`config.mk`:
```
export PLATFORM = sky130hd
export DESIGN_NAME = axum_uart_loader
export DESIGN_NICKNAME = d
export VERILOG_FILES = /design/src/rtl/axum_uart_loader.sv
export SDC_FILE = /design/constraint.sdc
export NUM_CORES = 1
export LEC_CHECK = 0
export ABC_CLOCK_PERIOD_IN_PS = 5200
export CORE_MARGIN = 8
export CORE_UTILIZATION = 60
export CTS_CLUSTER_DIAMETER = 50
export DETAILED_ROUTE_END_ITERATION = 6
export PLACE_DENSITY = 0.85
export SKIP_LAST_GASP = 1
export SLEW_MARGIN = 5
export SYNTH_ARGS = -nofsm -noshare
export SYNTH_HDL_FRONTEND = slang
export SYNTH_SLANG_ARGS = --single-unit
```
`constraint.sdc`:
```
create_clock -name clk_i -period 5.2 [get_ports clk_i]
set_input_delay 0.78 -clock clk_i [delete_from_list [all_inputs] [get_ports clk_i]]
set_output_delay 0.78 -clock clk_i [all_outputs]
set_load 0.005 [all_outputs]
```
`src/rtl/axum_uart_loader.sv`:
```
// Axum serial boot loader: UART 8N1 receiver feeding a frame parser
// that writes the image to SRAM as a bus host while holding the core in reset.
module axum_uart_loader #(
  parameter int ClksPerBit = 104
) (
  input  logic        clk_i,
  input  logic        rst_ni,
  input  logic        boot_en_i,
  input  logic        rx_i,
  output logic        host_req_o,
  input  logic        host_gnt_i,
  output logic [31:0] host_addr_o,
  output logic        host_we_o,
  output logic [3:0]  host_be_o,
  output logic [31:0] host_wdata_o,
  input  logic        host_rvalid_i,
  input  logic        host_err_i,
  output logic        core_rst_no,
  output logic        busy_o,
  output logic        err_o
);

  localparam logic [15:0] BitLast  = 16'(ClksPerBit - 1);
  localparam logic [15:0] HalfLast = 16'(ClksPerBit / 2 - 1);

  typedef enum logic [1:0] {
    RX_IDLE, RX_START, RX_DATA, RX_STOP
  } rx_e;

  typedef enum logic [3:0] {
    S_INIT, S_MAGIC, S_ADDR, S_LEN, S_DATA,
    S_REQ, S_WAIT, S_DONE, S_ERR
  } st_e;

  logic        rx_s1_q, rx_s2_q, rx_s3_q;
  rx_e         rx_st_q, rx_st_d;
  logic [15:0] cnt_q, cnt_d;
  logic [2:0]  bit_q, bit_d;
  logic [7:0]  rx_sh_q, rx_sh_d;
  logic        rx_vld_q, rx_vld_d;

  logic [7:0]  hold_q, hold_d;
  logic        full_q, full_d;
  st_e         st_q, st_d;
  logic [1:0]  bcnt_q, bcnt_d;
  logic [23:0] sh_q, sh_d;
  logic [31:0] addr_q, addr_d;
  logic [31:0] wdata_q, wdata_d;
  logic [29:0] wcnt_q, wcnt_d;

  logic        consume;
  logic        active;

  // UART receiver: edge detect, half-bit recheck, mid-bit sampling
  always_comb begin
    rx_st_d  = rx_st_q;
    cnt_d    = cnt_q;
    bit_d    = bit_q;
    rx_sh_d  = rx_sh_q;
    rx_vld_d = 1'b0;
    unique case (rx_st_q)
      RX_IDLE: begin
        if (rx_s3_q && !rx_s2_q) begin
          rx_st_d = RX_START;
          cnt_d   = '0;
        end
      end
      RX_START: begin
        cnt_d = cnt_q + 16'd1;
        if (cnt_q == HalfLast) begin
          cnt_d   = '0;
          bit_d   = '0;
          rx_st_d = rx_s2_q ? RX_IDLE : RX_DATA;
        end
      end
      RX_DATA: begin
        cnt_d = cnt_q + 16'd1;
        if (cnt_q == BitLast) begin
          cnt_d   = '0;
          rx_sh_d = {rx_s2_q, rx_sh_q[7:1]};
          bit_d   = bit_q + 3'd1;
          if (bit_q == 3'd7) rx_st_d = RX_STOP;
        end
      end
      RX_STOP: begin
        cnt_d = cnt_q + 16'd1;
        if (cnt_q == BitLast) begin
          rx_st_d  = RX_IDLE;
          rx_vld_d = rx_s2_q;
        end
      end
      default: rx_st_d = RX_IDLE;
    endcase
  end

  assign active  = (st_q != S_DONE) && (st_q != S_ERR);
  assign consume = full_q && (st_q inside {
    S_MAGIC, S_ADDR, S_LEN, S_DATA, S_DONE, S_ERR});

  // Holding register plus frame parser and bus write sequencing
  always_comb begin
    hold_d  = hold_q;
    full_d  = full_q;
    st_d    = st_q;
    bcnt_d  = bcnt_q;
    sh_d    = sh_q;
    addr_d  = addr_q;
    wdata_d = wdata_q;
    wcnt_d  = wcnt_q;
    if (consume) full_d = 1'b0;
    if (rx_vld_q) begin
      hold_d = rx_sh_q;
      full_d = 1'b1;
    end
    unique case (st_q)
      S_INIT: st_d = boot_en_i ? S_MAGIC : S_DONE;
      S_MAGIC: begin
        if (consume && hold_q == 8'hA5) begin
          st_d   = S_ADDR;
          bcnt_d = '0;
        end
      end
      S_ADDR: begin
        if (consume) begin
          sh_d   = {hold_q, sh_q[23:8]};
          bcnt_d = bcnt_q + 2'd1;
          if (bcnt_q == 2'd3) begin
            addr_d = {hold_q, sh_q[23:2], 2'b00};
            st_d   = S_LEN;
          end
        end
      end
      S_LEN: begin
        if (consume) begin
          sh_d   = {hold_q, sh_q[23:8]};
          bcnt_d = bcnt_q + 2'd1;
          if (bcnt_q == 2'd3) begin
            wcnt_d = {hold_q, sh_q[23:2]};
            st_d   = ({hold_q, sh_q[23:2]} == 30'd0)
                     ? S_DONE : S_DATA;
          end
        end
      end
      S_DATA: begin
        if (consume) begin
          sh_d   = {hold_q, sh_q[23:8]};
          bcnt_d = bcnt_q + 2'd1;
          if (bcnt_q == 2'd3) begin
            wdata_d = {hold_q, sh_q};
            st_d    = S_REQ;
          end
        end
      end
      S_REQ: begin
        if (host_gnt_i) st_d = S_WAIT;
      end
      S_WAIT: begin
        if (host_rvalid_i) begin
          if (host_err_i) begin
            st_d = S_ERR;
          end else begin
            addr_d = addr_q + 32'd4;
            wcnt_d = wcnt_q - 30'd1;
            st_d   = (wcnt_q == 30'd1) ? S_DONE : S_DATA;
          end
        end
      end
      S_DONE: st_d = S_DONE;
      S_ERR:  st_d = S_ERR;
      default: st_d = S_ERR;
    endcase
    if (rx_vld_q && full_q && !consume && active)
      st_d = S_ERR;
  end

  // State registers
  always_ff @(posedge clk_i or negedge rst_ni) begin
    if (!rst_ni) begin
      rx_s1_q  <= 1'b1;
      rx_s2_q  <= 1'b1;
      rx_s3_q  <= 1'b1;
      rx_st_q  <= RX_IDLE;
      cnt_q    <= '0;
      bit_q    <= '0;
      rx_sh_q  <= '0;
      rx_vld_q <= 1'b0;
      hold_q   <= '0;
      full_q   <= 1'b0;
      st_q     <= S_INIT;
      bcnt_q   <= '0;
      sh_q     <= '0;
      addr_q   <= '0;
      wdata_q  <= '0;
      wcnt_q   <= '0;
    end else begin
      rx_s1_q  <= rx_i;
      rx_s2_q  <= rx_s1_q;
      rx_s3_q  <= rx_s2_q;
      rx_st_q  <= rx_st_d;
      cnt_q    <= cnt_d;
      bit_q    <= bit_d;
      rx_sh_q  <= rx_sh_d;
      rx_vld_q <= rx_vld_d;
      hold_q   <= hold_d;
      full_q   <= full_d;
      st_q     <= st_d;
      bcnt_q   <= bcnt_d;
      sh_q     <= sh_d;
      addr_q   <= addr_d;
      wdata_q  <= wdata_d;
      wcnt_q   <= wcnt_d;
    end
  end

  assign host_req_o   = (st_q == S_REQ);
  assign host_we_o    = host_req_o;
  assign host_be_o    = host_req_o ? 4'hF : 4'h0;
  assign host_addr_o  = addr_q;
  assign host_wdata_o = wdata_q;
  assign core_rst_no  = (st_q == S_DONE);
  assign err_o        = (st_q == S_ERR);
  assign busy_o       = active;

endmodule
```
==> flow_summary.ini, run 1 <==
[timing]
final_hold_fails = 0
fin_worst_hold_slack_ns = 0.357
final.period_utilization = 0.587
fin_crit_ns = 3.05
fmax_ghz = 0.327
timing.setup.tns_ns = 0
max_slew_margin = 0.202
worst-slew-pin-transition_ns = 1.20
setup_repair_after_global_routing_missed_its_margin = no
worst_clock_skew_ns = 0.0145
slew_viol_final = 0
setup_violations = 0

[critical_path]
worstSetupStartpoint = st_q[0]
timing.critical_path.fanout_max = 12
critical_path.top_delay_family = simple AND/OR/NAND/NOR gates
cp.buffers_inverters = 1
critical_path.cell_chain = or2_2 > nor3b_1 > clkdlybuf4s50_1
reg2regPathDepth = 4
crit_path_end_kind = output pin
setup.reg_to_reg.worst_slack_ns = 2.19
worst-endpoint-required_ns = 4.42
critPathArrivalTime_ns = 2.27
timing.critical_path.from_type = flip-flop
timing.critical_path.slowest_cell_delay_ns = 0.58
r2r_start = st_q[2]
endpoint = err_o
timing_worst_setup_path_type = reg2out
regToRegEndpoint = wcnt_q[2]
slowest_library_cell_on_the_worst_path = clkdlybuf4s50_1
critical_path_cell_count = 3

[cts]
cts_max_path_buffers = 2
post_cts_resize_count = 0
cts_inserted_buffers = 17
clock_insertion_delay_worst_skew_ns = 0.44
clk_root_buffer_cell = clkbuf_16
clk_pin_slew_worst_paths_ns = 0.06
cts.sink_count = 164
post_cts.repair.setup_buffers = 0
cts_tree = built
h-tree-depth = 4
holdBufCountCts = 0

[drt]
detail-route-antenna-nets = 0
wl_um = 22000
post_drt_wl_per_cell_um = 19.8
drt-pass1-iter-count = 5
drt_iter0_markers = 834
drc = 0
routed-via-count = 7324
viasPerCell = 6.58

[synth]
yosysWarnings = 0
synth.avg_cell_area_sq_um = 9.95
synthFlopType = dfrtp_1
syn-cell-area_sq_mm = 0.00865
synth_enable_flop_cells = 0
synth_async_sr_flop_share = 1.00
yosysUniqueCellTypes = 79
synth.ff_latch_count = 164
synth_seq_area_share = 0.475
netlist_instances = 869

[floorplanning]
chipWidth_um = 136
initial_util = 0.604
top_level_ports = 80
core_region_area_sq_mm = 0.0143
rows = 44
die_area_sq_mm = 0.0185
dieHeight_um = 136

[global_route]
overall_overflow_remaining_after_global_route = 0
grt_start_max_net_pins = 87
first_global_vias = 7007
wire_length_of_the_first_global_routing_pass_um = 36100
antenna_found_initial = 0
grtUsageTotal = 0.244

[finish]
finish.net_count = 930
antenna_cells_inserted = 0
final_cell_count_no_fill = 1113
register_area_sq_mm = 0.00411
finish.instance_area_sq_mm = 0.0101
multi_input_comb_area_sq_mm = 0.00421
layout-drive-gt1-share = 0.151
layout-area-overhead-vs-synth_pct = 16.2
fillCellCount = 1019

[hold_path]
min-delay-path-class = reg2reg

[place]
buffer_ports.inserted = 77
post-dp-hpwl_um = 14900
placed_area_sq_mm = 0.00946
gp_congestion = 0.932
numPlacedInstances = 1081

[outcome]
run_status = finished, final reports clean

[power]
power_per_cell_area_mw_per_mm2 = 282
vdd_drop_max_uv = 315
p_total_w = 0.00283
leakagePower_nw = 4.27

[run]
max_cap_violations = 0
[area by class of cell]
| type | instances | area share |
|---|---|---|
| repair buffers | 86 | 0.0835 |
| inverters | 19 | 0.00710 |
| clock buffers | 19 | 0.0441 |
| well taps | 184 | 0.0229 |
| flip-flops and latches | 164 | 0.409 |
| clock inverters | 13 | 0.0148 |
| multi-input cells | 628 | 0.419 |
[Yosys cell counts (8+ instances only)]
cell        n  area, sq um
nand2_1    69          259
nand2b_1    9         56.3
nor4_1     16          100
o22a_1     13          114
inv_1      19         71.3
clkbuf_1   25         93.8
nand3_1    21          105
o21ai_0    59          295
nor2_1     64          240
a21oi_1    60          300
and4_1      9         78.8
nor3_1     19         95.1
buf_2      20          100
mux2_2     73          822
o22ai_1    11         68.8
and2_1      8         50.1
nand4_1    18          113
or3_1      13         81.3
a31oi_1    21          131
dfrtp_1   161         4030
[worst reg2reg max path: stages (launching register included)]
cell	delay, ns
dfrtp_1	0.68
nand4bb_2	0.76
o32ai_4	0.95
o21ai_0	0.23
a22o_1	0.28
[cell usage in the layout, fill, tap and decap left out, drive strengths merged, types with 5 or more instances in the layout]
master / n
dfrtp: 161
clkdlybuf4s50: 76
mux2: 74
nand2: 69
nor2: 66
o21ai: 61
a21oi: 60
inv: 23
nand3: 21
a31oi: 21
nor3: 20
clkbuf: 19
nor4: 19
nand4: 18
or3: 13
o22a: 13
o22ai: 12
buf: 10
nand2b: 9
and4: 9
and2: 8
and3: 7
a22o: 7
a2bb2oi: 7
o31ai: 7
ha: 7
or2: 7
or4: 6
mux2i: 5
a41oi: 5
o32ai: 5
[per-layer routing]
metal / global-route usage / up-vias / wire length [um]
li1: - / 3359 / -
met1: 0.315 / 3561 / 9030
met2: 0.382 / 347 / 10200
met3: 0.0554 / 57 / 1920
met4: 0.118 / 0 / 857
met5: 0 / - / 0
[registers in the layout, summed over array words and instances, names as in the netlist, 4 cells and up]
name          cells
host_wdata_o     32
wcnt_q           30
st_q              4
cnt_q            16
host_addr_o      30
sh_q             24
rx_sh_q           8
hold_q            8
[where the power goes]
group          switching [W]  internal (W)  total, W
combinational       0.000120     0.0000853  0.000205
sequential         0.0000607       0.00131   0.00137
clock               0.000528      0.000727   0.00125
total               0.000709       0.00213   0.00283
[how the worst min path moves through the flow]
stage | from | end | slack [ns] | cells after the start
after floorplan | rx_s1_q | rx_s2_q | 0.35 | 0
after global placement | rx_s1_q | rx_s2_q | 0.35 | 0
after detailed placement | rx_s1_q | rx_s2_q | 0.35 | 0
after CTS | rx_s1_q | rx_s2_q | 0.36 | 0
after global routing | rx_s1_q | rx_s2_q | 0.36 | 0
final | rx_s1_q | rx_s2_q | 0.36 | 0
[cells by family (layout without fill, tap and decap cells)]
group | count (synthesis) | after routing | synth area share
and+or+nand+nor | 289 | 289 | 0.177
xor gates and xnor gates | 3 | 3 | 0.00304
other | 1 | 2 | 0.000434
AOI/OAI and AO/OA | 248 | 248 | 0.191
adders and majority gates | 7 | 7 | 0.0101
buffers and inverters | 78 | 137 | 0.0415
muxes | 79 | 79 | 0.102
DFF | 164 | 164 | 0.475
[through the flow]
step | worst slack, ns | utilization
global route | 1.94 | 0.702
CTS | 2.11 | 0.702
global placement | 2.13 | 0.661
floorplan | 3.17 | -
finish | 2.15 | 0.702
detailed placement | 2.10 | 0.661
No activity file was read; power rests on OpenSTA's default activity.
==> inputs of run 2 (changes only) <==
--- a/config.mk
+++ b/config.mk
@@ -5,12 +5,12 @@
 export SDC_FILE = /design/constraint.sdc
 export NUM_CORES = 1
 export LEC_CHECK = 0
-export ABC_CLOCK_PERIOD_IN_PS = 5200
+export ABC_CLOCK_PERIOD_IN_PS = 2460
 export CORE_MARGIN = 8
-export CORE_UTILIZATION = 60
+export CORE_UTILIZATION = 52
 export CTS_CLUSTER_DIAMETER = 50
 export DETAILED_ROUTE_END_ITERATION = 6
-export PLACE_DENSITY = 0.85
+export PLACE_DENSITY = 0.78
 export SKIP_LAST_GASP = 1
 export SLEW_MARGIN = 5
 export SYNTH_ARGS = -nofsm -noshare
==> constraint.sdc (replaced) <==
create_clock -name clk_i -period 2.46 [get_ports clk_i]
set_input_delay 0.369 -clock clk_i [delete_from_list [all_inputs] [get_ports clk_i]]
set_output_delay 0.369 -clock clk_i [all_outputs]
set_load 0.005 [all_outputs]
==> flow_summary.ini, run 2 (synthesis gave the netlist of run 1 again) <==
[outcome]
run_status = finished, final reports clean

[timing]
fin_crit_ns = 2.44
final.period_utilization = 0.993
max_slew_margin = 0.459
worst-slew-pin-transition_ns = 0.803
fmax_ghz = 0.409
setup_repair_after_global_routing_missed_its_margin = yes
worst_clock_skew_ns = 0.0106
fin_worst_hold_slack_ns = 0.340
setup_violations = 0
slew_viol_final = 0
final_hold_fails = 0

[critical_path]
timing.critical_path.fanout_max = 12
slowest_library_cell_on_the_worst_path = clkdlybuf4s50_1
timing.critical_path.from_type = flip-flop
timing.critical_path.slowest_cell_delay_ns = 0.55
reg2regPathDepth = 7
timing_worst_setup_path_type = reg2out
cp.buffers_inverters = 1
critical_path.cell_chain = or2_2 > nor3b_2 > clkdlybuf4s50_1
critPathArrivalTime_ns = 2.07
crit_path_end_kind = output pin
critical_path.top_delay_family = simple AND/OR/NAND/NOR gates
worst-endpoint-required_ns = 2.09
critical_path_cell_count = 3

[finish]
antenna_cells_inserted = 0
fillCellCount = 1322
layout-area-overhead-vs-synth_pct = 19.0
flip_flop_count_of_the_largest_register_all_copies_and_words_added = 32
final_cell_mix = dfrtp_1 (159), clkdlybuf4s50_1 (76), mux2_2 (73)
layout-drive-gt1-share = 0.168
post-route-util = 0.627
most_frequent_standard_cell_in_the_layout_excluding_fill_and_tap_cells = dfrtp_1
finish.net_count = 946

[power]
p_sw_w = 0.00152
seqPwrFrac = 0.485
vdd_drop_max_uv = 446
pwr-share-clk = 0.441
netSwitchingFraction = 0.254
leakagePower_nw = 4.35
p_total_w = 0.00599
pint_w = 0.00447
p_comb_frac = 0.074
power_per_cell_area_mw_per_mm2 = 582

[floorplanning]
initial_util = 0.527
top_level_ports = 80
core_region_area_sq_mm = 0.0164
die_area_sq_mm = 0.0210
dieHeight_um = 145
chipWidth_um = 145
rows = 47

[drt]
drt_iter0_markers = 595
drc = 0
viasPerCell = 6.32
wl_um = 22500
detail-route-antenna-nets = 0
post_drt_wl_per_cell_um = 19.3
drt-pass1-iter-count = 5
routed-via-count = 7359

[cts]
cts_inserted_buffers = 17
cts_max_path_buffers = 2
cts.sink_count = 164
cts_tree = built
clock_insertion_delay_worst_skew_ns = 0.43
clk_pin_slew_worst_paths_ns = 0.07
post_cts.repair.setup_buffers = 0
clk_root_buffer_cell = clkbuf_16
h-tree-depth = 4

[place]
post-dp-hpwl_um = 15600
gp_congestion = 0.916
buffer_ports.inserted = 77

[global_route]
overall_overflow_remaining_after_global_route = 0
wire_length_of_the_first_global_routing_pass_um = 36800
antenna_found_initial = 0
grtUsageTotal = 0.213
grt_start_max_net_pins = 82
first_global_vias = 6977

[hold_path]
min-delay-path-class = in2reg
holdPathStages = 1

[run]
max_cap_violations = 0
-- run 2: final timing paths --
| kind | to | slack (ns) | from |
|---|---|---|---|
| max in group asynchronous | wcnt_q[20] | 1.21 | rst_ni |
| setup reg to reg | wcnt_q[26] | 0.22 | wcnt_q[0] |
| min in group asynchronous | host_wdata_o[0] | 0.52 | rst_ni |
| setup / recovery | err_o | 0.02 | st_q[1] |
| hold reg to reg | rx_s2_q | 0.36 | rx_s1_q |
| hold / removal | rx_s1_q | 0.34 | rx_i |
-- run 2: timing repair --
| action | 4_1_cts | 5_1_grt |
|---|---|---|
| endpoints found under the hold margin | 64 | 0 |
| setup endpoints to repair | 8 | 10 |
| hold buffers | 1 | 0 |
| gates cloned | 0 | 0 |
| resized for setup | 2 | 3 |
-- run 2: layer usage --
layer,vias to the layer above,share of wire,global-route usage
li1,3396,-,-
met1,3581,0.42,0.264
met2,312,0.47,0.340
met3,70,0.064,0.0435
met4,0,0.051,0.128
met5,-,0,0
-- run 2: cell type report --
type	instances	area (sq um)	share of cell area
tap	220	275	0.0267
inverter	19	71.3	0.00693
multi-input combinational	628	4220	0.410
sequential	164	4110	0.399
clock buffer	18	429	0.0417
timing repair buffer	102	1040	0.101
clock inverter	13	148	0.0143
-- run 2: power groups by stage --
| stage | Sequential (W) | Clock [W] | Combinational (W) |
|---|---|---|---|
| finish | 0.00291 | 0.00264 | 0.000445 |
| global route | 0.00292 | 0.00277 | 0.000513 |
| detailed placement | 0.00295 | 0 | 0.000448 |
| CTS | 0.00290 | 0.00267 | 0.000448 |
| global placement | 0.00295 | 0 | 0.000437 |
| floorplan | 0.00289 | 0 | 0.000337 |
-- run 2: per-stage QoR --
stage                     setup TNS [ns]  instances  instance area (sq um)  setup slack (ns)
after global placement                 0       1132                   9690             0.214
after CTS                       -0.00710       1164                  10300          -0.00710
after global routing             -0.0794       1164                  10300           -0.0549
after floorplan                        0        870                   8650             0.426
final                                  0       1164                  10300            0.0174
after detailed placement               0       1132                   9690             0.176
==> edit 1, RTL diff (settings of run 1) <==
The 4 values of `rx_e` get a one-hot encoding in 4 bits.
--- a/src/rtl/axum_uart_loader.sv
+++ b/src/rtl/axum_uart_loader.sv
@@ -24,6 +24,6 @@
   localparam logic [15:0] HalfLast = 16'(ClksPerBit / 2 - 1);
 
-  typedef enum logic [1:0] {
-    RX_IDLE, RX_START, RX_DATA, RX_STOP
+  typedef enum logic [3:0] {
+    RX_IDLE = 4'b0001, RX_START = 4'b0010, RX_DATA = 4'b0100, RX_STOP = 4'b1000
   } rx_e;
 
Formal check against the unedited RTL: no difference found for any inputs over 10 cycles, from zero or initial values and one cycle with rst_ni low; not proved beyond that.
==> edit 1 against run 1 <==
- wire length is 2.6% higher
- largest power group unchanged
- setup slack gained 72 ps
- maximum frequency up 2.4%
- sequential cell count grew 2
- design area down 1.6%
- critical path depth is 1 lower
- critical endpoint unchanged
- die area is 1.9% lower
- total power grew 0.71%
- synthesized area decreased by 2.1%
==> edit 1: results (changes against run 1) <==
[outcome]
outcome=finished clean

[sta]
skew_ps=12.5  ; -2.05 ps
hold_slack_ps=357  ; -0.372 ps
tightest_slew_ps=1080  ; -114 ps

[global_routing]
grt_pass1_wl_um=36400  ; +0.73%
use_met3_pct=5.72  ; +0.18 points
grt_util_all_layers_pct=25.2  ; +0.75 points
grt_pass1_vias=6904  ; -1.5%
grt_use_met2_pct=39.6  ; +1.4 points

[yosys]
avgSynthCellArea_um2=9.85  ; -1.1%
synthTopCellsByCount=dfrtp_1, nor2_1, a21oi_1, mux2_2, nand2_1
yosysSeqAreaShare_pct=49.1  ; +1.6 points

[place]
gp_congestion=0.860  ; -7.7%
dpl.cell_count=1074  ; -0.65%

[routing]
via_per_inst=6.52  ; -0.99%
wl_per_cell_um=20.4  ; +3.2%
dr_total_vias=7206  ; -1.6%
met2_wirelength_um=10700  ; +5.2%
routedLengthMet1_um=9290  ; +2.9%

[layout]
buf_share_pct=8.57  ; +0.21 points
drive_above_1_share_pct=14.7  ; -0.38 points
fillCellCount=980  ; -3.8%
seq_share_pct=42.1  ; +1.2 points
clk_share_pct=5.77  ; -0.12 points
multi_input_area_share_pct=40.7  ; -1.2 points
signal_buffers=87  ; +1.2%

[setup_path]
rrSetupSlack_ps=2220  ; +30 ps
rr_worst_depth=6  ; +2
worstReg2RegEnd=host_addr_o[22]
slowest_delay_ps=630  ; +50 ps
path_max_fanout=15  ; +3

[pwr]
irDropWorstVdd_v=0.000375  ; +19%
p_leak_nw=4.28  ; +0.25%

[clock_network]
cts.sinks=166  ; +1.2%

==> edit 1: power by group <==
part	switching (mW)	internal (mW)	leakage (nW)	total (mW)
registers	0.0283	1.32	2.20	1.35
logic	0.189	0.0954	1.79	0.285
clock network	0.570	0.653	0.281	1.22
==> edit 1: kinds of logic (layout without fill, tap and decap cells) <==
| group | count (synthesis) | after routing | synth area share, % |
|---|---|---|---|
| AO/OA/AOI/OAI | 241 | 241 | 17.7 |
| XOR/XNOR | 3 | 3 | 0.310 |
| adder cells (fa/ha/maj) | 7 | 7 | 1.03 |
| buffers and inverters | 71 | 136 | 3.59 |
| flip-flops | 166 | 166 | 49.1 |
| multiplexers | 75 | 75 | 9.96 |
| other | 1 | 2 | 0.0443 |
| AND/OR/NAND/NOR | 296 | 296 | 18.2 |
==> edit 1: per-stage QoR <==
step                setup WS [ps]  instance area (µm²)
finish                       2220                 9890
global route                 2020                 9890
floorplan                    3070                 8470
CTS                          2230                 9890
global placement             2340                 9320
detailed placement           2260                 9320
==> edit 2, RTL diff (flow settings as in run 1) <==
Without the edit above. Set the parameter `ClksPerBit` to 64 (it was 104).
--- a/src/rtl/axum_uart_loader.sv
+++ b/src/rtl/axum_uart_loader.sv
@@ -2,5 +2,5 @@
 // that writes the image to SRAM as a bus host while holding the core in reset.
 module axum_uart_loader #(
-  parameter int ClksPerBit = 104
+  parameter int ClksPerBit = 64
 ) (
   input  logic        clk_i,
Function: same outputs for any inputs over 10 cycles, from zero or initial values and one cycle with rst_ni low; that may be too few to reach the edited logic, so the function may still have changed.
==> edit 2 against run 1 <==
- total power up 0.63%
- utilization up 1.4 points
- design area down 1.4%
- synthesized area down 2.4%
- sequential cell count unchanged
- count of clock-buffer cells in the layout down 1
- wire length up 2.3%
- setup slack better by 59 ps
- clock skew down 2.8 ps
- largest cell class is now registers
==> edit 2: results (changes against run 1) <==
[place]
dp_hpwl_um=14800  ; -0.84%
gp_congestion=0.894  ; -4.1%

[routing]
wl_per_cell_um=20.4  ; +3.3%
via_per_inst=6.50  ; -1.3%
drt_iter0_drc=845  ; +1.3%

[pwr]
irDropWorstVdd_v=0.000240  ; -24%
p_leak_nw=4.29  ; +0.55%

[global_routing]
grt_util_all_layers_pct=24.7  ; +0.34 points
grt_pass1_vias=6724  ; -4.0%
grt_pass1_wl_um=35800  ; -0.94%
grt_max_degree=100  ; +15%

[yosys]
avgSynthCellArea_um2=9.85  ; -1.0%
synth_area_leaders=dfrtp_1, mux2_2, a21oi_1, o21ai_0, nor2_1
yosys.cell_types.count=65  ; -18%
yosys_warnings=0  ; unchanged
yosysSeqAreaShare_pct=48.6  ; +1.2 points
synthTopCellsByCount=dfrtp_1, a21oi_1, nor2_1, mux2_2, o21ai_0

[clock_network]
cts_buffers=17  ; unchanged
cts-htree-levels=4  ; unchanged
cts_setup_buffers=0  ; unchanged

[setup_path]
startpoint=st_q[2]
rr_worst_depth=6  ; +2
crit_end=host_be_o[1]
slowest_delay_ps=630  ; +50 ps
path_max_fanout=16  ; +4
worstReg2RegEnd=host_addr_o[20]
critPathSlowestCell=dfrtp_1
rrSetupSlack_ps=2600  ; +410 ps
crit_family=flip-flops

[sta]
skew_ps=11.7  ; -2.84 ps
slew_headroom_pct=37.2  ; +17 points

[layout]
fillCellCount=956  ; -6.2%
layout.cells.non_filler=1103  ; -0.90%
largest_reg_flops=32  ; unchanged
n_antenna_cell=0  ; unchanged
drive_above_1_share_pct=16.0  ; +0.96 points
num-nets-final=924  ; -0.65%

[outcome]
outcome=finished clean

-- edit 2: cell types whose count changed after synthesis, moves of 5 or more --
cell      before  now
o31ai_1        7    2
buf_2         20    7
nand3_1       21   28
and2_1         8    2
nor2_1        64   75
nand4_1       18   10
clkbuf_1      25   33
a21oi_1       60   92
nand2_1       69   60
nor2b_1        1    8
-- edit 2: report_power, final --
group | switching, mW | internal (mW) | leakage (nW) | total, mW
combinational | 0.121 | 0.0665 | 1.82 | 0.188
sequential | 0.0402 | 1.31 | 2.17 | 1.35
clock | 0.573 | 0.746 | 0.307 | 1.32
-- edit 2: worst min path at each step --
stage                  from       to  slack (ps)  cells past startpoint
floorplan           rx_s1_q  rx_s2_q         350                      0
global placement    rx_s1_q  rx_s2_q         350                      0
detailed placement  rx_s1_q  rx_s2_q         350                      0
CTS                 rx_s1_q  rx_s2_q         360                      0
global route        rx_s1_q  rx_s2_q         360                      0
finish              rx_s1_q  rx_s2_q         360                      0
-- edit 2: kinds of logic (layout without fill, tap and decap cells) --
family	after synthesis	after routing	share of synthesized area [%]
muxes	74	74	9.84
other	1	2	0.0444
AOI/OAI and AO/OA	257	257	18.4
buffers and inverters	71	136	3.70
DFF	164	164	48.6
adders and majority gates	7	7	1.04
xor gates and xnor gates	4	4	0.415
and+or+nand+nor	279	279	17.9
-- edit 2: per-layer routing --
layer  track usage, %  vias to the layer above  share of wire (%)  wire length, µm
met3             5.05                       51                7.2             1620
met4             12.3                        0                3.1              692
met1             31.5                     3482                 41             9260
met2             39.5                      352                 49            11000
li1                 -                     3281                  -                -
met5                0                        -                  0                0
-- edit 2: cell type report --
class,instances,area share [%]
Clock buffer,18,4.43
Clock inverter,14,1.84
Inverter,17,0.644
Multi-Input combinational cell,623,40.8
Sequential cell,164,41.5
Tap cell,180,2.27
Timing Repair Buffer,87,8.55
-- edit 2: stage by stage --
stage	power, mW	worst slack [ps]	instance area (µm²)
CTS	2.86	2190	9910
global route	2.95	2030	9910
floorplan	1.48	2950	8450
global placement	1.54	2290	9290
finish	2.85	2210	9910
detailed placement	1.55	2210	9290
